### config.mk
export PLATFORM = sky130hd
export DESIGN_NAME = mywcfifo
export DESIGN_NICKNAME = d
export VERILOG_FILES = /design/src/rtl/mywcfifo_pkg.sv /design/src/rtl/mywcfifo_ram.sv /design/src/rtl/mywcfifo.sv
export SDC_FILE = /design/constraint.sdc
export NUM_CORES = 2
export LEC_CHECK = 0
export BUFFER_PORTS_ARGS = -buffer_cell sky130_fd_sc_hd__clkbuf_2
export CORE_ASPECT_RATIO = 1.2
export CORE_MARGIN = 2
export CORE_UTILIZATION = 57
export DETAILED_ROUTE_END_ITERATION = 6
export PLACE_DENSITY = 0.76
export SLEW_MARGIN = 20
export SYNTH_ARGS = -nofsm -noshare
export SYNTH_HDL_FRONTEND = slang
export SYNTH_SLANG_ARGS = --single-unit
### constraint.sdc
create_clock -name clk -period 3.4 [get_ports clk]
set_input_delay 0.17 -clock clk [delete_from_list [all_inputs] [get_ports clk]]
set_output_delay 0.17 -clock clk [all_outputs]
set_load 0.05 [all_outputs]
### src/rtl/mywcfifo_pkg.sv
// Shared constants and helpers for the width-down-converting FIFO.
package mywcfifo_pkg;

  // Slice-order encodings for the LSB_FIRST parameter.
  localparam int SLICE_MSB_FIRST = 0;
  localparam int SLICE_LSB_FIRST = 1;

  // Ceiling log2, usable in constant expressions; clog2(1) is 0.
  function automatic int clog2(input int value);
    int r;
    int v;
    r = 0;
    v = value - 1;
    while (v > 0) begin
      r = r + 1;
      v = v >> 1;
    end
    return r;
  endfunction

endpackage

### src/rtl/mywcfifo_ram.sv
// Simple dual-port RAM for the FIFO: one write port, one registered read
// port. The slice selector travels with the read so the downstream mux
// lines up with the registered word.
module mywcfifo_ram
  import mywcfifo_pkg::*;
#(
  parameter int WIDTH   = 16,
  parameter int DEPTH   = 256,
  parameter int SLICE_W = 1,
  localparam int AW     = clog2(DEPTH)
) (
  input  logic               clk_i,
  input  logic               rst_i,
  input  logic               we_i,
  input  logic [AW-1:0]      waddr_i,
  input  logic [WIDTH-1:0]   wdata_i,
  input  logic               re_i,
  input  logic [AW-1:0]      raddr_i,
  input  logic [SLICE_W-1:0] slice_i,
  output logic [WIDTH-1:0]   rdata_o,
  output logic [SLICE_W-1:0] slice_o
);

  logic [WIDTH-1:0]   mem [DEPTH];
  logic [WIDTH-1:0]   rdata_q;
  logic [SLICE_W-1:0] slice_q;

  // Write port; storage is never cleared, stale words are simply unreachable.
  always_ff @(posedge clk_i) begin
    if (we_i) begin
      mem[waddr_i] <= wdata_i;
    end
  end

  // Registered read of the addressed word plus its slice selector; both hold when idle.
  always_ff @(posedge clk_i) begin
    if (rst_i) begin
      rdata_q <= '0;
      slice_q <= '0;
    end else if (re_i) begin
      rdata_q <= mem[raddr_i];
      slice_q <= slice_i;
    end
  end

  assign rdata_o = rdata_q;
  assign slice_o = slice_q;

endmodule

### src/rtl/mywcfifo.sv
// Single-clock width-down-converting FIFO: wide words in, RATIO narrow
// slices out, with a single occupancy counter in read-word units.
module mywcfifo
  import mywcfifo_pkg::*;
#(
  parameter int WR_WIDTH  = 16,
  parameter int RATIO     = 2,
  parameter int WR_DEPTH  = 256,
  parameter int LSB_FIRST = 1,
  parameter int AF_LEVEL  = 240,
  parameter int AE_LEVEL  = 16,
  localparam int RD_W     = WR_WIDTH / RATIO,
  localparam int RD_DEPTH = WR_DEPTH * RATIO,
  localparam int WAW      = clog2(WR_DEPTH) + 1,
  localparam int RAW      = clog2(RD_DEPTH) + 1
) (
  input  logic                clk,
  input  logic                rst,
  input  logic [WR_WIDTH-1:0] data,
  input  logic                wrreq,
  input  logic                rdreq,
  output logic [RD_W-1:0]     q,
  output logic                rdempty,
  output logic                wrfull,
  output logic [RAW-1:0]      rdusedw,
  output logic [WAW-1:0]      wrusedw,
  output logic                almost_full,
  output logic                almost_empty,
  output logic                overflow,
  output logic                underflow
);

  localparam int WPW = clog2(WR_DEPTH);
  localparam int RPW = clog2(RD_DEPTH);
  localparam int SW  = clog2(RATIO);

  logic [WPW-1:0] wptr_q, wptr_d;
  logic [RPW-1:0] rptr_q, rptr_d;
  logic [RAW-1:0] cnt_q, cnt_d;
  logic           overflow_q, overflow_d;
  logic           underflow_q, underflow_d;

  logic           wr_ok;
  logic           rd_ok;
  logic [RAW-1:0] wr_round;
  logic [SW-1:0]  rd_slice;
  logic [SW-1:0]  rd_slice_dly;
  logic [WR_WIDTH-1:0] rd_word;
  logic [RATIO-1:0][RD_W-1:0] word_slices;

  // Flags come straight from the registered count.
  assign rdempty      = (cnt_q == '0);
  assign wrfull       = (int'(cnt_q) > (RD_DEPTH - RATIO));
  assign rdusedw      = cnt_q;
  assign wr_round     = cnt_q + RAW'(RATIO - 1);
  assign wrusedw      = WAW'(wr_round >> SW);
  assign almost_full  = (int'(wrusedw) >= AF_LEVEL);
  assign almost_empty = (int'(cnt_q) <= AE_LEVEL);
  assign overflow     = overflow_q;
  assign underflow    = underflow_q;

  // Requests are judged independently against pre-edge occupancy.
  assign wr_ok = wrreq & ~wrfull;
  assign rd_ok = rdreq & ~rdempty;

  // Low read-pointer bits pick the slice; MSB-first order just inverts them.
  assign rd_slice = (LSB_FIRST == SLICE_LSB_FIRST) ? rptr_q[SW-1:0] : ~rptr_q[SW-1:0];

  // Next-state for pointers, occupancy and the error pulses.
  always_comb begin
    wptr_d      = wptr_q;
    rptr_d      = rptr_q;
    cnt_d       = cnt_q;
    overflow_d  = wrreq & wrfull;
    underflow_d = rdreq & rdempty;
    if (wr_ok) begin
      wptr_d = wptr_q + WPW'(1);
    end
    if (rd_ok) begin
      rptr_d = rptr_q + RPW'(1);
    end
    case ({wr_ok, rd_ok})
      2'b11:   cnt_d = cnt_q + RAW'(RATIO - 1);
      2'b10:   cnt_d = cnt_q + RAW'(RATIO);
      2'b01:   cnt_d = cnt_q - RAW'(1);
      default: cnt_d = cnt_q;
    endcase
  end

  // Control state register; reset discards everything, including a half-read word.
  always_ff @(posedge clk) begin
    if (rst) begin
      wptr_q      <= '0;
      rptr_q      <= '0;
      cnt_q       <= '0;
      overflow_q  <= 1'b0;
      underflow_q <= 1'b0;
    end else begin
      wptr_q      <= wptr_d;
      rptr_q      <= rptr_d;
      cnt_q       <= cnt_d;
      overflow_q  <= overflow_d;
      underflow_q <= underflow_d;
    end
  end

  mywcfifo_ram #(
    .WIDTH   (WR_WIDTH),
    .DEPTH   (WR_DEPTH),
    .SLICE_W (SW)
  ) u_ram (
    .clk_i   (clk),
    .rst_i   (rst),
    .we_i    (wr_ok),
    .waddr_i (wptr_q),
    .wdata_i (data),
    .re_i    (rd_ok),
    .raddr_i (rptr_q[RPW-1:SW]),
    .slice_i (rd_slice),
    .rdata_o (rd_word),
    .slice_o (rd_slice_dly)
  );

  assign word_slices = rd_word;
  assign q           = word_slices[rd_slice_dly];

endmodule

==> impl_metrics.json <==
{
  "status": "finished with violations",
  "violations": "negative setup slack",
  "post_route_cells_drive_above_1_share_pct": 29.59,
  "gp_congestion": 0.9991,
  "drt_iter0_drc": 13818,
  "post_synth_and_or_nand_nor_area_fraction_pct": 1.805,
  "sequential_fraction_of_the_synthesis_area_pct": 77.58,
  "path_cells": "buf_12, nor4b_2, buf_4, a221oi_1, buf_4, o2111ai_1, buf_4, a21oi_1, o32ai_1",
  "route.vias.total": 84735,
  "register_area_um2": 123900,
  "slew_at_the_pin_closest_to_its_max_slew_limit_ps": 1177,
  "grt_setup_unrepaired": "yes",
  "min_period_over_period_pct": 100.9,
  "critPathKind": "reg -> reg",
  "xor_and_xnor_fraction_of_the_mapped_netlist_area_pct": 0.1316,
  "synth_cell_type_count": 79,
  "upper_clock_frequency_limit_ghz": 0.2914,
  "fin_crit_ps": 3431,
  "post-route-drc-count": 0,
  "clock_sink_total": 4142,
  "floorplan.io_pins": 53,
  "critical_path.max_fanout": 27,
  "clock-root-buffer": "sky130_fd_sc_hd__clkbuf_16",
  "worst_skew_pair.late_latency_ps": 930,
  "skew_ps": 63.30,
  "critPathArrivalTime_ps": 4260,
  "ctsHtreeMaxLevel": 5,
  "hpwlAfterDp_um": 269100,
  "initial_core_util_pct": 57.41,
  "vias_per_cell": 6.965,
  "grt-ovfl-total": 0,
  "clock_tree_from_tritoncts": "yes",
  "drv.max_cap_violation_count": 0,
  "async_reset_ff_share_pct": 0,
  "final-hold-violation-count": 0,
  "die-area_um2": 284500,
  "critPathLaunchType": "flop",
  "maxSlewViolCount": 0,
  "worstPathRequired_ps": 4230,
  "multiInputGateArea_um2": 33510,
  "flow.area_growth_from_synthesis_pct": 14.50,
  "core_area_um2": 278300,
  "post_synth_inst_count": 7310,
  "synthMuxAreaShare_pct": 15.46,
  "p_leak_nw": 57.21,
  "yosys_warning_total": 0,
  "timing.final.setup_violations": 3,
  "wire_per_inst_um": 36.33,
  "worst_path_max_delay_cell": "sky130_fd_sc_hd__nor4b_2",
  "dr.pass1.iters": 6,
  "max_slew_headroom_pct": 21.50,
  "track_usage_pct": 30.91,
  "power_per_cell_area_nw_per_um2": 607.1,
  "io_buffer_count": 52,
  "fin_ws_ps": -31.19,
  "synth_top_family_by_area": "multiplexers",
  "fillerInstances": 16734,
  "worst_hold_path_type": "in -> reg",
  "dp_slack_ps": -326.0,
  "dominantRegCellSynth": "sky130_fd_sc_hd__edfxtp_1",
  "syn-cell-area_um2": 159700,
  "first_pass_grt_wire_length_um": 620300,
  "irDropWorstVdd_uv": 604.6,
  "worst_setup_path_end_kind": "flop",
  "cp_common_cell": "sky130_fd_sc_hd__buf_4",
  "die_wd_um": 487.3,
  "synth-edff-count": 4096,
  "syn_nets": 7344,
  "cts_inserted_buffers": 378,
  "critPathTopFamily": "buffers and inverters",
  "setup_total_negative_slack_ps": -48.75,
  "worst-path-buf-inv": 4,
  "syn_avg_cell_area_um2": 21.85,
  "postRouteWirelength_um": 442000,
  "critPathMaxStageDelay_ps": 900,
  "die_h_um": 583.9,
  "rows": 212,
  "synth-seq-cells": 4142,
  "post_synth_fa_ha_maj_area_fraction_pct": 0.1097,
  "cts.clk_slew.worst_paths_ps": 70,
  "maximum_count_of_clock_buffers_along_a_single_path": 4,
  "antenna_violating_nets_post_route": 0,
  "number_of_global_route_vias_before_repair": 82949,
  "synth_compound_area_share_pct": 3.334,
  "worst_hold_slack_ps": 72.39,
  "pin_count_of_the_biggest_net_entering_global_routing": 153,
  "finalNetCount": 8248,
  "fin_total_pwr_mw": 111.0,
  "grt_antenna_before_repair": 34
}
-- flip-flops by register name (all words and copies together) (netlist names) --
signal and cells:
u_ram.mem 4096, rdusedw 10, u_ram.rdata_o 16, rptr_q 9, wptr_q 8, underflow 1
u_ram.slice_o 1, overflow 1
-- Yosys cell counts (16+ instances only) --
| cell | n | area (um2) |
|---|---|---|
| sky130_fd_sc_hd__edfxtp_1 | 4096 | 123000 |
| sky130_fd_sc_hd__buf_6 | 49 | 551.8 |
| sky130_fd_sc_hd__o22ai_1 | 83 | 519.3 |
| sky130_fd_sc_hd__mux4_2 | 953 | 21460 |
| sky130_fd_sc_hd__buf_1 | 28 | 105.1 |
| sky130_fd_sc_hd__inv_1 | 16 | 60.06 |
| sky130_fd_sc_hd__nand3_1 | 53 | 265.3 |
| sky130_fd_sc_hd__o21ai_0 | 102 | 510.5 |
| sky130_fd_sc_hd__xnor2_1 | 16 | 140.1 |
| sky130_fd_sc_hd__buf_2 | 149 | 745.7 |
| sky130_fd_sc_hd__mux2_2 | 17 | 191.4 |
| sky130_fd_sc_hd__mux2i_1 | 285 | 2853 |
| sky130_fd_sc_hd__a22o_1 | 42 | 367.9 |
| sky130_fd_sc_hd__a211oi_1 | 20 | 150.1 |
| sky130_fd_sc_hd__a21oi_1 | 87 | 435.4 |
| sky130_fd_sc_hd__nand2_1 | 169 | 634.4 |
| sky130_fd_sc_hd__nor3_1 | 36 | 180.2 |
| sky130_fd_sc_hd__buf_4 | 48 | 360.4 |
| sky130_fd_sc_hd__o211ai_1 | 30 | 225.2 |
| sky130_fd_sc_hd__a221oi_1 | 103 | 902.1 |
| sky130_fd_sc_hd__dfxtp_1 | 46 | 920.9 |
| sky130_fd_sc_hd__clkbuf_1 | 166 | 623.1 |
| sky130_fd_sc_hd__nor2_1 | 319 | 1197 |
| sky130_fd_sc_hd__a22oi_1 | 132 | 991.0 |
-- cells by family (layout without fill, tap and decap cells) --
group | Yosys count | after routing
other | 0 | 18
flip-flops | 4142 | 4142
AND/OR/NAND/NOR | 664 | 664
XOR/XNOR | 24 | 24
AO/OA/AOI/OAI | 740 | 740
multiplexers | 1262 | 1262
adder cells (fa/ha/maj) | 14 | 14
buffers and inverters | 464 | 1663
-- layout by cell type (no fill, tap or decap), types with 16 or more instances in the layout --
cell type,n
sky130_fd_sc_hd__mux2_2,17
sky130_fd_sc_hd__dlygate4sd3_1,17
sky130_fd_sc_hd__a211oi_1,19
sky130_fd_sc_hd__xnor2_1,16
sky130_fd_sc_hd__dfxtp_1,38
sky130_fd_sc_hd__clkbuf_2,36
sky130_fd_sc_hd__a22o_1,42
sky130_fd_sc_hd__mux2i_1,285
sky130_fd_sc_hd__clkbuf_16,384
sky130_fd_sc_hd__o21ai_0,99
sky130_fd_sc_hd__buf_4,781
sky130_fd_sc_hd__bufinv_16,33
sky130_fd_sc_hd__clkinv_1,81
sky130_fd_sc_hd__a221oi_1,101
sky130_fd_sc_hd__nor2_1,307
sky130_fd_sc_hd__clkbuf_1,73
sky130_fd_sc_hd__nand2_1,156
sky130_fd_sc_hd__o211ai_1,30
sky130_fd_sc_hd__nand3_1,53
sky130_fd_sc_hd__o22ai_1,83
sky130_fd_sc_hd__a22oi_1,131
sky130_fd_sc_hd__clkinv_2,66
sky130_fd_sc_hd__diode_2,18
sky130_fd_sc_hd__buf_12,116
sky130_fd_sc_hd__edfxtp_1,4096
sky130_fd_sc_hd__mux4_2,953
sky130_fd_sc_hd__nor3_1,33
sky130_fd_sc_hd__a21oi_1,86
-- metrics by stage --
stage	cell area (um2)	instances	util, %
floorplan	159700	7310	-
global placement	170500	11445	61.28
detailed placement	170500	11446	61.29
CTS	182700	12145	65.67
global route	182900	12150	65.72
finish	182900	12165	65.73
-- final timing paths --
path                  start                 to  slack [ps]  cells past startpoint
setup / recovery  rptr_q[6]  u_ram.rdata_o[14]         -30                      9
hold / removal      data[9]   u_ram.mem[67][9]          70                      1
setup reg to reg  rptr_q[6]  u_ram.rdata_o[14]         -30                      9
hold reg to reg   rptr_q[0]      u_ram.slice_o         550                      2
-- metal layers --
metal / up-vias / track usage [%] / share of wire, %
met4: 32 / 16.40 / 6.3
met1: 44123 / 40.36 / 34
met3: 1176 / 7.289 / 12
met2: 6639 / 48.84 / 48
met5: - / 0 / 0.048
li1: 32765 / - / -
-- report_power, final --
part           leakage (nW)  internal (mW)  switching, mW
registers              37.2           56.3          0.237
logic                  14.2           5.45           7.39
clock network          5.82           23.3           18.4
-- what timing repair did --
item,4_1_cts,5_1_grt
pin swaps,0,2
hold buffers,16,1
setup endpoints to repair,13,15
setup buffers,8,0
endpoints found under the hold margin,1113,54
resized for setup,3,20
-- final cells by class --
cell class / count / share of cell area (%)
clock inverters: 215 / 1.098
inverters: 19 / 0.04310
flip-flops and latches: 4142 / 67.77
repair buffers: 969 / 4.831
clock buffers: 460 / 5.426
multi-input cells: 2704 / 18.32
diodes: 18 / 0.02463
well taps: 3638 / 2.489
Power figures use the tool's default switching activity.
